--- src/rtl/draw_pkg.sv ---
// Shared types and defaults for the VGA drawing path: blitter state encoding,
// visible screen size and the ROM address width used by the adapter and ROM wrappers.
package draw_pkg;

  localparam int ADDR_W_DEF   = 16;
  localparam int SCREEN_W_DEF = 320;
  localparam int SCREEN_H_DEF = 240;

  typedef enum logic [1:0] {
    IDLE   = 2'd0,
    RUN    = 2'd1,
    FINISH = 2'd2
  } state_e;

endpackage

--- src/rtl/raster_counter.sv ---
// Column/row scan counter for a width x height rectangle, with clear, enable
// and a flag marking the final pixel of the scan.
module raster_counter #(
  parameter int X_W = 10,
  parameter int Y_W = 9
) (
  input  logic           clk,
  input  logic           resetn,
  input  logic           clear,
  input  logic           en,
  input  logic [X_W-1:0] width,
  input  logic [Y_W-1:0] height,
  output logic [X_W-1:0] col,
  output logic [Y_W-1:0] row,
  output logic           last
);

  logic [X_W-1:0] col_d, col_q;
  logic [Y_W-1:0] row_d, row_q;
  logic           col_end;

  assign col_end = (col_q == width - X_W'(1));
  assign last    = col_end && (row_q == height - Y_W'(1));
  assign col     = col_q;
  assign row     = row_q;

  // NOTE: every variable gets a default at the top of always_comb so no path can infer a latch.
  always_comb begin
    col_d = col_q;
    row_d = row_q;
    if (clear) begin
      col_d = '0;
      row_d = '0;
    end else if (en) begin
      if (col_end) begin
        col_d = '0;
        row_d = last ? '0 : row_q + Y_W'(1);
      end else begin
        col_d = col_q + X_W'(1);
      end
    end
  end

  // NOTE: state uses non-blocking assignments so all flops update from pre-edge values.
  always_ff @(posedge clk or negedge resetn) begin
    if (!resetn) begin
      col_q <= '0;
      row_q <= '0;
    end else begin
      col_q <= col_d;
      row_q <= row_d;
    end
  end

endmodule

--- src/rtl/draw_sprite.sv ---
// Raster blitter: scans a W x H rectangle at a screen origin, issuing sequential
// ROM addresses, and emits (x, y, plot) one cycle later to line up with ROM data.
module draw_sprite
  import draw_pkg::*;
#(
  parameter int X_W      = 10,
  parameter int Y_W      = 9,
  parameter int ADDR_W   = ADDR_W_DEF,
  parameter int SCREEN_W = SCREEN_W_DEF,
  parameter int SCREEN_H = SCREEN_H_DEF
) (
  input  logic              clk,
  input  logic              resetn,
  input  logic              start,
  input  logic [X_W-1:0]    x0,
  input  logic [Y_W-1:0]    y0,
  input  logic [X_W-1:0]    width,
  input  logic [Y_W-1:0]    height,
  input  logic [ADDR_W-1:0] base_addr,
  input  logic              hold,
  output logic [ADDR_W-1:0] address,
  output logic [X_W-1:0]    x,
  output logic [Y_W-1:0]    y,
  output logic              plot,
  output logic              busy,
  output logic              done
);

  state_e state_d, state_q;

  logic [X_W-1:0]    x0_d, x0_q, w_d, w_q, x_d, x_q;
  logic [Y_W-1:0]    y0_d, y0_q, h_d, h_q, y_d, y_q;
  logic [ADDR_W-1:0] addr_d, addr_q;
  logic              plot_d, plot_q;

  logic              accept, issue, last;
  logic [X_W-1:0]    col;
  logic [Y_W-1:0]    row;
  logic [X_W:0]      x_sum;
  logic [Y_W:0]      y_sum;

  assign accept = (state_q == IDLE) && start;
  assign issue  = (state_q == RUN) && !hold;

  raster_counter #(.X_W(X_W), .Y_W(Y_W)) u_raster (
    .clk    (clk),
    .resetn (resetn),
    .clear  (accept),
    .en     (issue),
    .width  (w_q),
    .height (h_q),
    .col    (col),
    .row    (row),
    .last   (last)
  );

  always_ff @(posedge clk or negedge resetn) begin
    if (!resetn) state_q <= IDLE;
    else         state_q <= state_d;
  end

  always_comb begin
    state_d = state_q;
    unique case (state_q)
      IDLE:    if (start) state_d = (width == '0 || height == '0) ? FINISH : RUN;
      RUN:     if (issue && last) state_d = FINISH;
      FINISH:  state_d = IDLE;
      default: state_d = IDLE;
    endcase
  end

  always_comb begin
    busy = (state_q != IDLE);
    done = (state_q == FINISH);
  end

  // Sums are one bit wider so an origin near the edge cannot wrap back on-screen.
  assign x_sum = {1'b0, x0_q} + {1'b0, col};
  assign y_sum = {1'b0, y0_q} + {1'b0, row};

  always_comb begin
    x0_d   = accept ? x0        : x0_q;
    y0_d   = accept ? y0        : y0_q;
    w_d    = accept ? width     : w_q;
    h_d    = accept ? height    : h_q;
    addr_d = addr_q;
    if (accept)     addr_d = base_addr;
    else if (issue) addr_d = addr_q + ADDR_W'(1);
    plot_d = issue && (x_sum < (X_W+1)'(SCREEN_W)) && (y_sum < (Y_W+1)'(SCREEN_H));
    x_d    = issue ? x_sum[X_W-1:0] : x_q;
    y_d    = issue ? y_sum[Y_W-1:0] : y_q;
  end

  always_ff @(posedge clk or negedge resetn) begin
    if (!resetn) begin
      x0_q   <= '0;
      y0_q   <= '0;
      w_q    <= '0;
      h_q    <= '0;
      addr_q <= '0;
      plot_q <= 1'b0;
      x_q    <= '0;
      y_q    <= '0;
    end else begin
      x0_q   <= x0_d;
      y0_q   <= y0_d;
      w_q    <= w_d;
      h_q    <= h_d;
      addr_q <= addr_d;
      plot_q <= plot_d;
      x_q    <= x_d;
      y_q    <= y_d;
    end
  end

  assign address = addr_q;
  assign plot    = plot_q;
  assign x       = x_q;
  assign y       = y_q;

endmodule

--- config.mk ---
export PLATFORM = sky130hd
export DESIGN_NAME = draw_sprite
export DESIGN_NICKNAME = d
export VERILOG_FILES = /design/src/rtl/draw_pkg.sv /design/src/rtl/raster_counter.sv /design/src/rtl/draw_sprite.sv
export SDC_FILE = /design/constraint.sdc
export NUM_CORES = 1
export LEC_CHECK = 0
export ABC_CLOCK_PERIOD_IN_PS = 6400
export CAP_MARGIN = 25
export CELL_PAD_IN_SITES_DETAIL_PLACEMENT = 1
export CELL_PAD_IN_SITES_GLOBAL_PLACEMENT = 1
export CORE_MARGIN = 2
export CORE_UTILIZATION = 25
export DETAILED_ROUTE_END_ITERATION = 8
export PLACE_DENSITY = 0.56
export SYNTH_ARGS = -nofsm -noshare
export SYNTH_HDL_FRONTEND = slang
export SYNTH_SLANG_ARGS = --single-unit
--- constraint.sdc ---
create_clock -name clk -period 6.4 [get_ports clk]
set_clock_uncertainty 0.1 [all_clocks]
set_input_delay 0.64 -clock clk [delete_from_list [all_inputs] [get_ports clk]]
set_output_delay 0.64 -clock clk [all_outputs]
set_load 0.05 [all_outputs]
Word level (Yosys, flattened, before mapping)
Cells that the tools add are included.
- logic and storage cells: 55
- output and inout bits: 38
- bits in registers: 95
- input port bits: 58
- multiplexer cells: 13
- reduce and logical (&&, ||, !) cells: 16
- $add $sub $neg: 7
- equality and inequality tests: 6
- order comparisons: 2
- operators with widths (operator ; number):
    $mux 9 ; 4
    $mux 16 ; 2
    $mux 10 ; 3
    $add 16x1->16 const B ; 1
    $add 10x10->11 ; 1
    $lt 11x9->1 const B ; 1
    $add 10x1->10 const B ; 1
    $add 9x9->10 ; 1
    $eq 10x10->1 ; 1
    $logic_not 10->1 ; 1
    $lt 10x8->1 const B ; 1
    $sub 10x1->10 const B ; 1
    $add 9x1->9 const B ; 1
    $eq 9x9->1 ; 1
    $logic_not 9->1 ; 1
    $sub 9x1->9 const B ; 1
    $logic_and 1x1->1 ; 6
    $mux 2 ; 3
    $reduce_bool 2->1 ; 3
    $pmux 2 s2 ; 1
    $reduce_and 2->1 ; 2
    $eq 2x1->1 const B ; 1
    $eq 2x2->1 const B ; 1
    $logic_not 2->1 ; 1
    other kinds (4) ; 4

Longest topological paths before layout
Gate-level depths: netlist of the first run.
- word-level depth: 7
- mapped depth: 11
- gate-level depth less buffers: 10

Cells and area by module
A second synthesis of the first run with hierarchy kept.
- cells, all modules: 638
- area, all modules: 5625.4 µm²
- by module, submodules not included (module ; sequential area each (µm²) ; area an instance (µm²) ; cells each ; times used):
    draw_sprite ; 1901.8 ; 3931.3 ; 437 ; 1
    raster_counter ; 475.5 ; 1694.1 ; 201 ; 1

Worst setup path before layout of the first run
OpenSTA, ideal clock, no wires.
- path type: reg-to-reg
- start: register w_q[0]
- end: register u_raster.row_q[7], in the netlist u_raster.row[7]
- slack: 3719 ps
- path buffers: 1
- required time: 6169 ps
- clock period less this slack: 2681 ps
- data arrival time: 2450 ps
- stages on the path, launching flop included: 11
- setup time: 131 ps
- cell sequence: dfrtp_1 > inv_1 > ha_1 > or3b_2 > clkbuf_1 > xnor2_1 > nor3_1 > o2111a_2 > nand4_4 > a22oi_1 > o31ai_2
- word-level cells in the longest chain between the ends: 7
- elaborated cells on any way between the ends: 9
- those cells by class: 1 x add/sub; 1 x eq/ne; 4 x mux; 3 x reduce/logical
- RTL lines (element ; line ; text):
    start, declared ; draw_sprite.sv:31 ; logic [X_W-1:0] x0_d, x0_q, w_d, w_q, x_d, x_q;
    start signal, assigned ; draw_sprite.sv:107 ; w_q <= w_d;
    $sub 10x1->10 (*) ; raster_counter.sv:22 ; assign col_end = (col_q == width - X_W'(1));
    $eq 10x10->1 (*) ; raster_counter.sv:22 ;
    $logic_and 1x1->1 ; raster_counter.sv:23 ; assign last = col_end && (row_q == height - Y_W'(1));
    $mux 9 ; raster_counter.sv:37 ; row_d = last ? '0 : row_q + Y_W'(1);
    $mux 9 ; raster_counter.sv:35 ; if (col_end) begin
    $mux 9 ; raster_counter.sv:34 ; end else if (en) begin
    $mux 9 ; raster_counter.sv:31 ; if (clear) begin
    end signal, assigned ; raster_counter.sv:51 ; row_q <= row_d;
    end, declared ; raster_counter.sv:19 ; logic [Y_W-1:0] row_d, row_q;
Every way passes the cells marked *; elsewhere a longest branch is shown, timed or not. The select of a mux whose other input is x is not followed.
A chain may end at the register's enable or synchronous reset.

Worst setup path in the final report of the first run
- start: register w_q[0]
- end: register u_raster.col_q[4], in the netlist u_raster.col[4]
- word-level cells in the longest chain between the ends: 5
- RTL lines (element ; line ; text):
    $sub 10x1->10 ; raster_counter.sv:22 ;
    $eq 10x10->1 ; raster_counter.sv:22 ;
    $mux 10 ; raster_counter.sv:35 ;
    $mux 10 ; raster_counter.sv:34 ;
    $mux 10 ; raster_counter.sv:31 ;
    end signal, assigned ; raster_counter.sv:50 ; col_q <= col_d;
    end, declared ; raster_counter.sv:18 ; logic [X_W-1:0] col_d, col_q;
Every way passes these cells. The select of a mux whose other input is x is not followed.

==> results of run 1 <==
## power by group through the flow
stage | clock, mW | sequential [mW] | combinational (mW)
global route | 0.566 | 1.11 | 1.80
finish | 0.527 | 1.06 | 1.63
detailed placement | 0 | 1.08 | 1.65
CTS | 0.549 | 1.07 | 1.66
floorplan | 0 | 1.35 | 0.836
global placement | 0 | 1.07 | 1.60
## per-stage QoR
step	cell area (um2)	utilization	hold slack (ns)	setup WS (ns)	total power, mW
2_1_floorplan	5640	-	0.244	3.72	2.18
3_3_place_gp	6870	0.313	0.364	3.26	2.67
3_5_place_dp	6870	0.313	0.367	3.23	2.73
4_1_cts	7150	0.326	0.0714	3.26	3.28
5_1_grt	7170	0.327	0.0839	2.99	3.47
6_report	7170	0.327	0.0758	3.25	3.22
## registers in the layout, summed over array words and instances, names as in the netlist
| signal | cells |
|---|---|
| y0_q | 9 |
| x0_q | 10 |
| x | 10 |
| plot | 1 |
| address | 16 |
| y | 9 |
| state_q | 2 |
| u_raster.col | 10 |
| h_q | 9 |
| u_raster.row | 9 |
| w_q | 10 |
## how the worst max path moves through the flow
stage	start	end	slack [ns]	cells after the start
2_1_floorplan	w_q[0]	u_raster.row[7]	3.72	10
5_1_grt	w_q[0]	u_raster.col[4]	2.99	9
3_5_place_dp	start	address[0]	3.23	6
3_3_place_gp	start	address[0]	3.26	6
6_report	w_q[0]	u_raster.col[4]	3.25	9
4_1_cts	w_q[0]	u_raster.col[7]	3.26	9
## cell usage in the layout, fill, tap and decap left out, types with 9 or more instances in the layout
cell             synthesis  final
xor2_1                  24     24
o21ai_0                 43     43
a21oi_1                 13     13
ha_1                    24     24
clkbuf_16                0      9
and3_1                  14     14
clkdlybuf4s50_1          0     94
nor2_1                  32     31
nor3_1                  12     12
inv_1                   17     17
nand3_1                 19     19
nand2_1                163    163
dfrtp_1                 95     95
xnor2_1                 22     22
a21o_1                  10     10
## final cells by class
class | count | area share
timing repair buffer | 101 | 0.140
inverter | 17 | 0.00890
clock buffer | 12 | 0.0358
multi-input combinational | 503 | 0.431
sequential | 95 | 0.331
tap | 280 | 0.0488
clock inverter | 4 | 0.00401
## critical path, cell delays in order (launching register included)
cell and delay [ns]:
dfrtp_1 0.41, inv_1 0.10, ha_1 0.22, or3b_2 0.53, xnor2_1 0.16, nor3_1 0.38
o2111ai_4 0.25, o21ai_2 0.48, o21ai_0 0.19, a21o_1 0.21
## metal layers
layer | vias up | GRT usage | part of all wire | routed length, um
met2 | 56 | 0.260 | 0.51 | 8510
met3 | 20 | 0.0192 | 0.022 | 363
met4 | 0 | 0.0552 | 0.019 | 318
met1 | 2407 | 0.178 | 0.45 | 7510
li1 | 2410 | - | - | -
met5 | - | 0 | 0 | 0
## cell families (layout without fill, tap and decap cells)
kind of cell    Yosys count  count (layout)  share of synthesized area
mux                       2               2                    0.00377
flops                    95              95                      0.422
xor+xnor                 46              46                     0.0715
simple gates            302             302                      0.256
buf+inv                  43             134                     0.0315
fa+ha+maj                26              26                     0.0604
compound gates          127             127                      0.155
==> results.json, run 1 <==
{
  "status": "finished clean",
  "yosysTopAreaCell": "dfrtp_1",
  "avgSynthCellArea_um2": 8.79,
  "first_global_vias": 5512,
  "synthTopCellsByArea": "dfrtp_1 (42%), nand2_1 (11%), ha_1 (5.3%), o21ai_0 (3.8%), xor2_1 (3.7%)",
  "r2r_start": "w_q[0]",
  "io_pins": 96,
  "crit_fanout": 15,
  "reg2reg_depth": 9,
  "synth_top_area_frac": 0.422,
  "critical_path_class": "reg -> reg",
  "wl_um": 16700,
  "drt-wirelength-per-cell_um": 16.5,
  "period_share": 0.492,
  "synthFlopType": "dfrtp_1",
  "fillers": 2517,
  "core_area_mm2": 0.0220,
  "cp.required_ns": 6.54,
  "arrival_ns": 3.29,
  "core.rowCount": 54,
  "cts_root_buffer": "clkbuf_16",
  "pwr-share-clk": 0.164,
  "syn_area_mm2": 0.00564,
  "fmax_ghz": 0.317,
  "synth_edf_count": 0,
  "fin_crit_ns": 3.15,
  "fin_setup_tns_ns": 0,
  "grt_first_pass_wirelength_um": 28000,
  "ant_nets": 0,
  "intPower_mw": 1.71,
  "die_w_um": 154,
  "reg2reg_to": "u_raster.col[4]",
  "synth_warnings": 0,
  "min_path_type": "in -> async",
  "synth_nets": 725,
  "hold_viol": 0,
  "cts_resized": 0,
  "vias_per_cell": 4.83,
  "power_switching_mw": 1.51,
  "swShare": 0.468,
  "pwr-share-comb": 0.506,
  "critPathCaptureType": "flip-flop",
  "synthToLayoutAreaGrowth_pct": 27.2,
  "regArea_mm2": 0.00238,
  "hold_buffers": 0,
  "numPortBuffers": 95,
  "synth_common_cells": "nand2_1 (163), dfrtp_1 (95), o21ai_0 (43)",
  "ys_seq_elements": 95,
  "globalplace.congestion": 0.781,
  "track_usage": 0.146,
  "async_flop_share": 1.00,
  "drive_above_1_share": 0.0574,
  "initial_core_util": 0.257,
  "grt-ovfl-total": 0,
  "fp.dieH_um": 154,
  "tightest_slew_ns": 0.905,
  "insertion_delay_ns": 0.35,
  "multi_input_area_mm2": 0.00309,
  "netlist_instances": 641,
  "seqPwrFrac": 0.330,
  "power.density_mw_per_mm2": 449,
  "path_clk_slew_ns": 0.07,
  "max-clock-path-buffers": 2,
  "fin_cells": 1012,
  "place_inst": 995,
  "crit_path_start_kind": "flip-flop",
  "hpwl_um": 12500,
  "ys_types": 69,
  "peakVddDrop_uv": 151,
  "initialDrtViolationCount": 202,
  "p_leak_nw": 3.18,
  "nets": 811,
  "drv_cap": 0,
  "first_pass_iters": 4,
  "synth_seq_area_share": 0.422,
  "slew_viol_final": 0,
  "grt_antenna_before_repair": 0,
  "post-synth-top-count-cell": "nand2_1",
  "die_area_mm2": 0.0238,
  "drc_errors": 0,
  "post_cts_buffers": 0,
  "vias": 4893,
  "cts_made_buffers": 9,
  "max_slew_margin": 0.395,
  "cts_tree": "done",
  "grt_max_degree": 74,
  "ff2ff_setup_slack_ns": 3.25,
  "cts.sinks": 95,
  "rsz0062_at_grt": "no",
  "finalSetupViolations": 0,
  "cts_htree_levels": 3,
  "diodes": 0
}
Power figures use the tool's default switching activity.
==> inputs of run 2 (changes only) <==
ABC_CLOCK_PERIOD_IN_PS = 2550   (was 6400)
PLACE_DENSITY = 0.58   (was 0.56)
clock period = 2.55 ns   (was 6.4 ns; I/O delays follow)
==> run 2 against run 1 <==
Net effect:
- the run now ends with negative setup slack left
- combinational power grew to 3.0 times the previous value
- worst setup slack worse by 3.4 ns
- final area is 8.3% higher
- routed wire length is 4.4% higher
- clock-buffer cell count is 1 lower
- register-to-register slack worse by 3.4 ns
- power grew to 2.7 times the previous value
- sequential power is 140% higher
- sequential share of layout area is 2.5 points lower
==> results.json, run 2 (synthesis gave the netlist of run 1 again) <==
{
  "status": "finished with violations",
  "violations": "negative setup slack",
  "drv_cap": 0,
  "ant_nets": 0,
  "core_area_mm2": 0.0220,
  "layout_commonest_cell": "nand2_1",
  "initial_core_util": 0.257,
  "crit_path_start_kind": "flip-flop",
  "power.density_mw_per_mm2": 1140,
  "die_area_mm2": 0.0238,
  "first_global_vias": 5681,
  "hpwl_um": 13300,
  "grt_antenna_before_repair": 0,
  "p_leak_nw": 3.48,
  "max-clock-path-buffers": 2,
  "pwr-share-comb": 0.550,
  "period_share": 1.08,
  "cts_htree_levels": 3,
  "finalPower_mw": 8.83,
  "drt-wirelength-per-cell_um": 16.4,
  "worstPathCellList": "or4_4, or4_4, a21oi_4, o2111ai_4, o21ai_4, clkbuf_16, nor3b_2, a21o_1",
  "pwr-share-clk": 0.157,
  "seqPwrFrac": 0.293,
  "cts_tree": "done",
  "met3_length_um": 374,
  "m1WireLength_um": 7680,
  "wl_um": 17400,
  "route.met2.wl_um": 9140,
  "globalplace.congestion": 0.821,
  "min_path_type": "in -> async",
  "peakVddDrop_uv": 341,
  "arrival_ns": 2.89,
  "cts_made_buffers": 9,
  "track_usage": 0.151,
  "place_inst": 1038,
  "grt-ovfl-total": 0,
  "tightest_slew_ns": 0.723,
  "intPower_mw": 4.81,
  "insertion_delay_ns": 0.35,
  "finalSetupViolations": 22,
  "grt_max_degree": 41,
  "diodes": 0,
  "grt_first_pass_wirelength_um": 28800,
  "io_pins": 96,
  "critical_path_class": "reg -> reg",
  "critPathCaptureType": "flip-flop",
  "core.rowCount": 54,
  "vias_per_cell": 4.84,
  "setup_slack_ns": -0.196,
  "top_layer": "met4",
  "crit_fanout": 6,
  "numPortBuffers": 95,
  "cts.sinks": 95,
  "rsz0062_at_grt": "yes",
  "drive_above_1_share": 0.146,
  "fmax_ghz": 0.364,
  "cts_root_buffer": "clkbuf_16",
  "swShare": 0.455,
  "fin_cells": 1060,
  "fin_crit_ns": 2.75,
  "slew_viol_final": 0,
  "max_slew_margin": 0.515,
  "first_pass_iters": 4,
  "cpMostUsedCell": "or4_4",
  "final_cell_mix": "nand2_1 (163), dfrtp_1 (95), clkdlybuf4s50_1 (94)",
  "path_clk_slew_ns": 0.07,
  "largest_reg_flops": 16,
  "power_switching_mw": 4.02,
  "initialDrtViolationCount": 184,
  "fp.dieH_um": 154,
  "slowest_delay_ns": 0.56,
  "holdWs_ns": 0.295,
  "vias": 5133,
  "cp.required_ns": 2.70,
  "hold_viol": 0,
  "nets": 859,
  "slowest_stage": "or4_4",
  "drc_errors": 0,
  "synthToLayoutAreaGrowth_pct": 37.8,
  "die_w_um": 154
}
## run 2: cell types whose count changed in the layout (fill, tap and decap cells not counted), sizes merged
cell / delta
buf: +45
bufinv: +1
clkinv: +3
clkinvlp: -2
dlygate4sd3: +1
inv: -1
nand4: +1
## run 2: through the flow
stage	util	setup TNS, ns	cell area, um2	setup slack (ns)
final	0.354	-3.62	7770	-0.196
after global routing	0.354	-5.39	7770	-0.284
after CTS	0.348	-2.27	7640	-0.156
after detailed placement	0.330	-2.62	7250	-0.274
after global placement	0.330	-1.02	7250	-0.0895
after floorplan	-	-1.13	5660	-0.0986
## run 2: cell type report
| class | instances | area (um2) |
|---|---|---|
| inverter | 17 | 63.8 |
| timing repair buffer | 148 | 1430 |
| fill | 2525 | 14200 |
| sequential | 95 | 2380 |
| clock inverter | 5 | 57.6 |
| clock buffer | 11 | 243 |
| tap | 280 | 350 |
| multi-input combinational | 504 | 3250 |
## run 2: critical path: cells and delay by family (launching register included)
kind	cells	cell delay [ns]
simple gates	3	1.14
buf+inv	1	0.20
flops	1	0.41
compound gates	4	0.79
## run 2: final timing paths
kind                       slack, ns  cells past startpoint               to   start
max                            -0.20                      8  u_raster.col[5]  w_q[1]
min                             0.29                      2             x[2]  resetn
max reg2reg                    -0.20                      8  u_raster.col[5]  w_q[1]
min reg2reg                     0.38                      2             y[1]    y[1]
max in group asynchronous       1.33                      3           h_q[2]  resetn
min in group clk                0.32                      3          x0_q[3]   x0[3]
## run 2: timing repair
item,CTS,global route
pin swaps,6,21
hold endpoints to repair,32,0
gates cloned,1,1
gates resized for setup,20,20
endpoints found under the setup margin,20,22
hold buffers,1,0
buffers inserted,2,1
## run 2: layer usage
layer	GRT usage	up-vias
li1	-	2516
met1	0.185	2546
met2	0.274	59
met3	0.0186	12
met4	0.0507	0
met5	0	-
## run 2: power groups by stage
stage	logic [mW]	clock network [mW]	registers (mW)
after floorplan	2.11	0	3.38
after global placement	4.61	0	2.58
after detailed placement	4.72	0	2.61
after CTS	4.81	1.44	2.59
after global routing	5.30	1.51	2.68
final	4.86	1.39	2.59
==> inputs of run 3 (changes only) <==
CORE_UTILIZATION = 37   (was 25)
PLACE_DENSITY = 0.8   (was 0.58)
==> run 3 against run 2 <==
Net effect:
- register-to-register slack better by 0.06 ns
- cell count down 8.2%
- critical endpoint is now state_q[1]
- sequential power about the same
- worst hold slack better by 0.032 ns
- the run still ends with negative setup slack left
- first-iteration DRC count up 39%
- critical path depth down 1
==> results.json, run 3 (synthesis gave the netlist of run 1 again) <==
{
  "multi_input_area_mm2": 0.00327,
  "hp-start": "y0[1]",
  "drc_errors": 0,
  "cts_made_buffers": 9,
  "synthToLayoutAreaGrowth_pct": 37.1,
  "nets": 864,
  "largest_reg_flops": 16,
  "p_leak_nw": 3.51,
  "track_usage": 0.208,
  "wl_um": 16700,
  "initial_core_util": 0.375,
  "startpoint": "w_q[1]",
  "hold_viol": 0,
  "core_area_mm2": 0.0150,
  "place_inst": 950,
  "die_area_mm2": 0.0162,
  "fillers": 1727,
  "cts_root_buffer": "clkbuf_16",
  "grt_first_pass_wirelength_um": 27100,
  "grt-ovfl-total": 0,
  "preCtsSetupSlack_ns": -0.182,
  "first_global_vias": 5409,
  "first_pass_iters": 4,
  "ant_nets": 0,
  "drt-wirelength-per-cell_um": 17.2,
  "io_pins": 96,
  "max_slew_margin": 0.503,
  "path_clk_slew_ns": 0.07,
  "layout_commonest_cell": "nand2_1",
  "cp.required_ns": 2.74,
  "numPortBuffers": 95,
  "fin_util": 0.514,
  "slew_viol_final": 0,
  "grt_antenna_before_repair": 0,
  "rsz0062_at_grt": "yes",
  "vias_per_cell": 5.34,
  "drv_cap": 0,
  "status": "finished with violations",
  "die_w_um": 127,
  "regArea_mm2": 0.00238,
  "setup_slack_ns": -0.140,
  "core.rowCount": 45,
  "critical_path_class": "reg -> reg",
  "initialDrtViolationCount": 256,
  "peakVddDrop_uv": 506,
  "insertion_delay_ns": 0.36,
  "vias": 5197,
  "finalSetupViolations": 21,
  "critPathCaptureType": "flip-flop",
  "crit_fanout": 5,
  "crit_path_start_kind": "flip-flop",
  "drive_above_1_share": 0.161,
  "tightest_slew_ns": 0.740,
  "final_cell_mix": "nand2_1 (163), dfrtp_1 (95), clkdlybuf4s50_1 (94)",
  "max-clock-path-buffers": 2,
  "r2r_start": "w_q[1]",
  "min_path_type": "in -> reg",
  "globalplace.congestion": 0.855,
  "power.density_mw_per_mm2": 1180,
  "cts.sinks": 95,
  "cts_htree_levels": 3,
  "cts_tree": "done",
  "violations": "negative setup slack",
  "fin_cells": 973,
  "hpwl_um": 12600,
  "period_share": 1.06,
  "fin_crit_ns": 2.69,
  "diodes": 0,
  "fp.dieH_um": 127,
  "fmax_ghz": 0.372,
  "arrival_ns": 2.88,
  "grt_max_degree": 55
}
-- run 3: cell count changes in the layout (fill, tap and decap cells not counted), moves of 2 or more --
| cell | change |
|---|---|
| buf_12 | -2 |
| nor4_1 | -2 |
| clkinvlp_4 | +2 |
| buf_6 | +6 |
| a2bb2oi_2 | +2 |
| clkinv_4 | -2 |
| nor4_2 | +2 |
| o21ai_1 | -4 |
| nor3b_2 | -2 |
| bufinv_16 | +2 |
| nor3b_1 | +2 |
| a2bb2oi_1 | -2 |
| o21ai_2 | +5 |
| buf_4 | +3 |
-- run 3: final cells by class --
| cell class | instances | area share |
|---|---|---|
| Timing Repair Buffer | 153 | 0.186 |
| Clock buffer | 9 | 0.0291 |
| Inverter | 17 | 0.00826 |
| Multi-Input combinational cell | 504 | 0.423 |
| Clock inverter | 7 | 0.0154 |
| Sequential cell | 95 | 0.308 |
| Tap cell | 188 | 0.0304 |
-- run 3: where the power goes --
part	switching, mW	leakage, nW	internal, mW
clock network	0.629	0.162	0.961
registers	0.489	1.20	2.09
logic	2.97	2.14	1.96
-- run 3: final timing paths --
check | end | slack [ns] | cells after the start
max in group asynchronous | h_q[7] | 1.32 | 3
hold / removal | y0_q[1] | 0.33 | 3
min in group asynchronous | x0_q[4] | 0.34 | 2
setup / recovery | state_q[1] | -0.14 | 7
setup reg to reg | state_q[1] | -0.14 | 7
hold reg to reg | y[1] | 0.38 | 2
-- run 3: per-layer routing --
layer | vias to the layer above | share of wire | track usage
li1 | 2511 | - | -
met1 | 2609 | 0.45 | 0.264
met2 | 56 | 0.52 | 0.367
met3 | 21 | 0.019 | 0.0318
met4 | 0 | 0.017 | 0.0614
met5 | - | 0 | 0
-- run 3: critical path, stage by stage (launching register included) --
cell and delay (ns):
dfrtp_1 0.40, or4_4 0.55, or4_4 0.54, a21oi_4 0.18, o2111a_2 0.31, nand4_4 0.19, o21ai_2 0.20, and3_1 0.16
-- run 3: through the flow --
stage	power [mW]	setup TNS, ns	instance area (um2)	hold slack (ns)
after floorplan	5.49	-1.13	5660	-0.141
after global placement	7.12	-0.855	7150	0.171
after detailed placement	7.33	-2.15	7150	0.182
after CTS	9.01	-1.80	7550	0.328
after global routing	9.66	-4.14	7730	0.338
final	9.10	-2.11	7730	0.327
-- run 3: repair_timing --
item,CTS,global route
hold buffers,1,0
endpoints found under the setup margin,19,23
buffers inserted,0,4
cloned,1,1
hold endpoints to repair,41,0
resized for setup,8,43
pin swaps,5,21
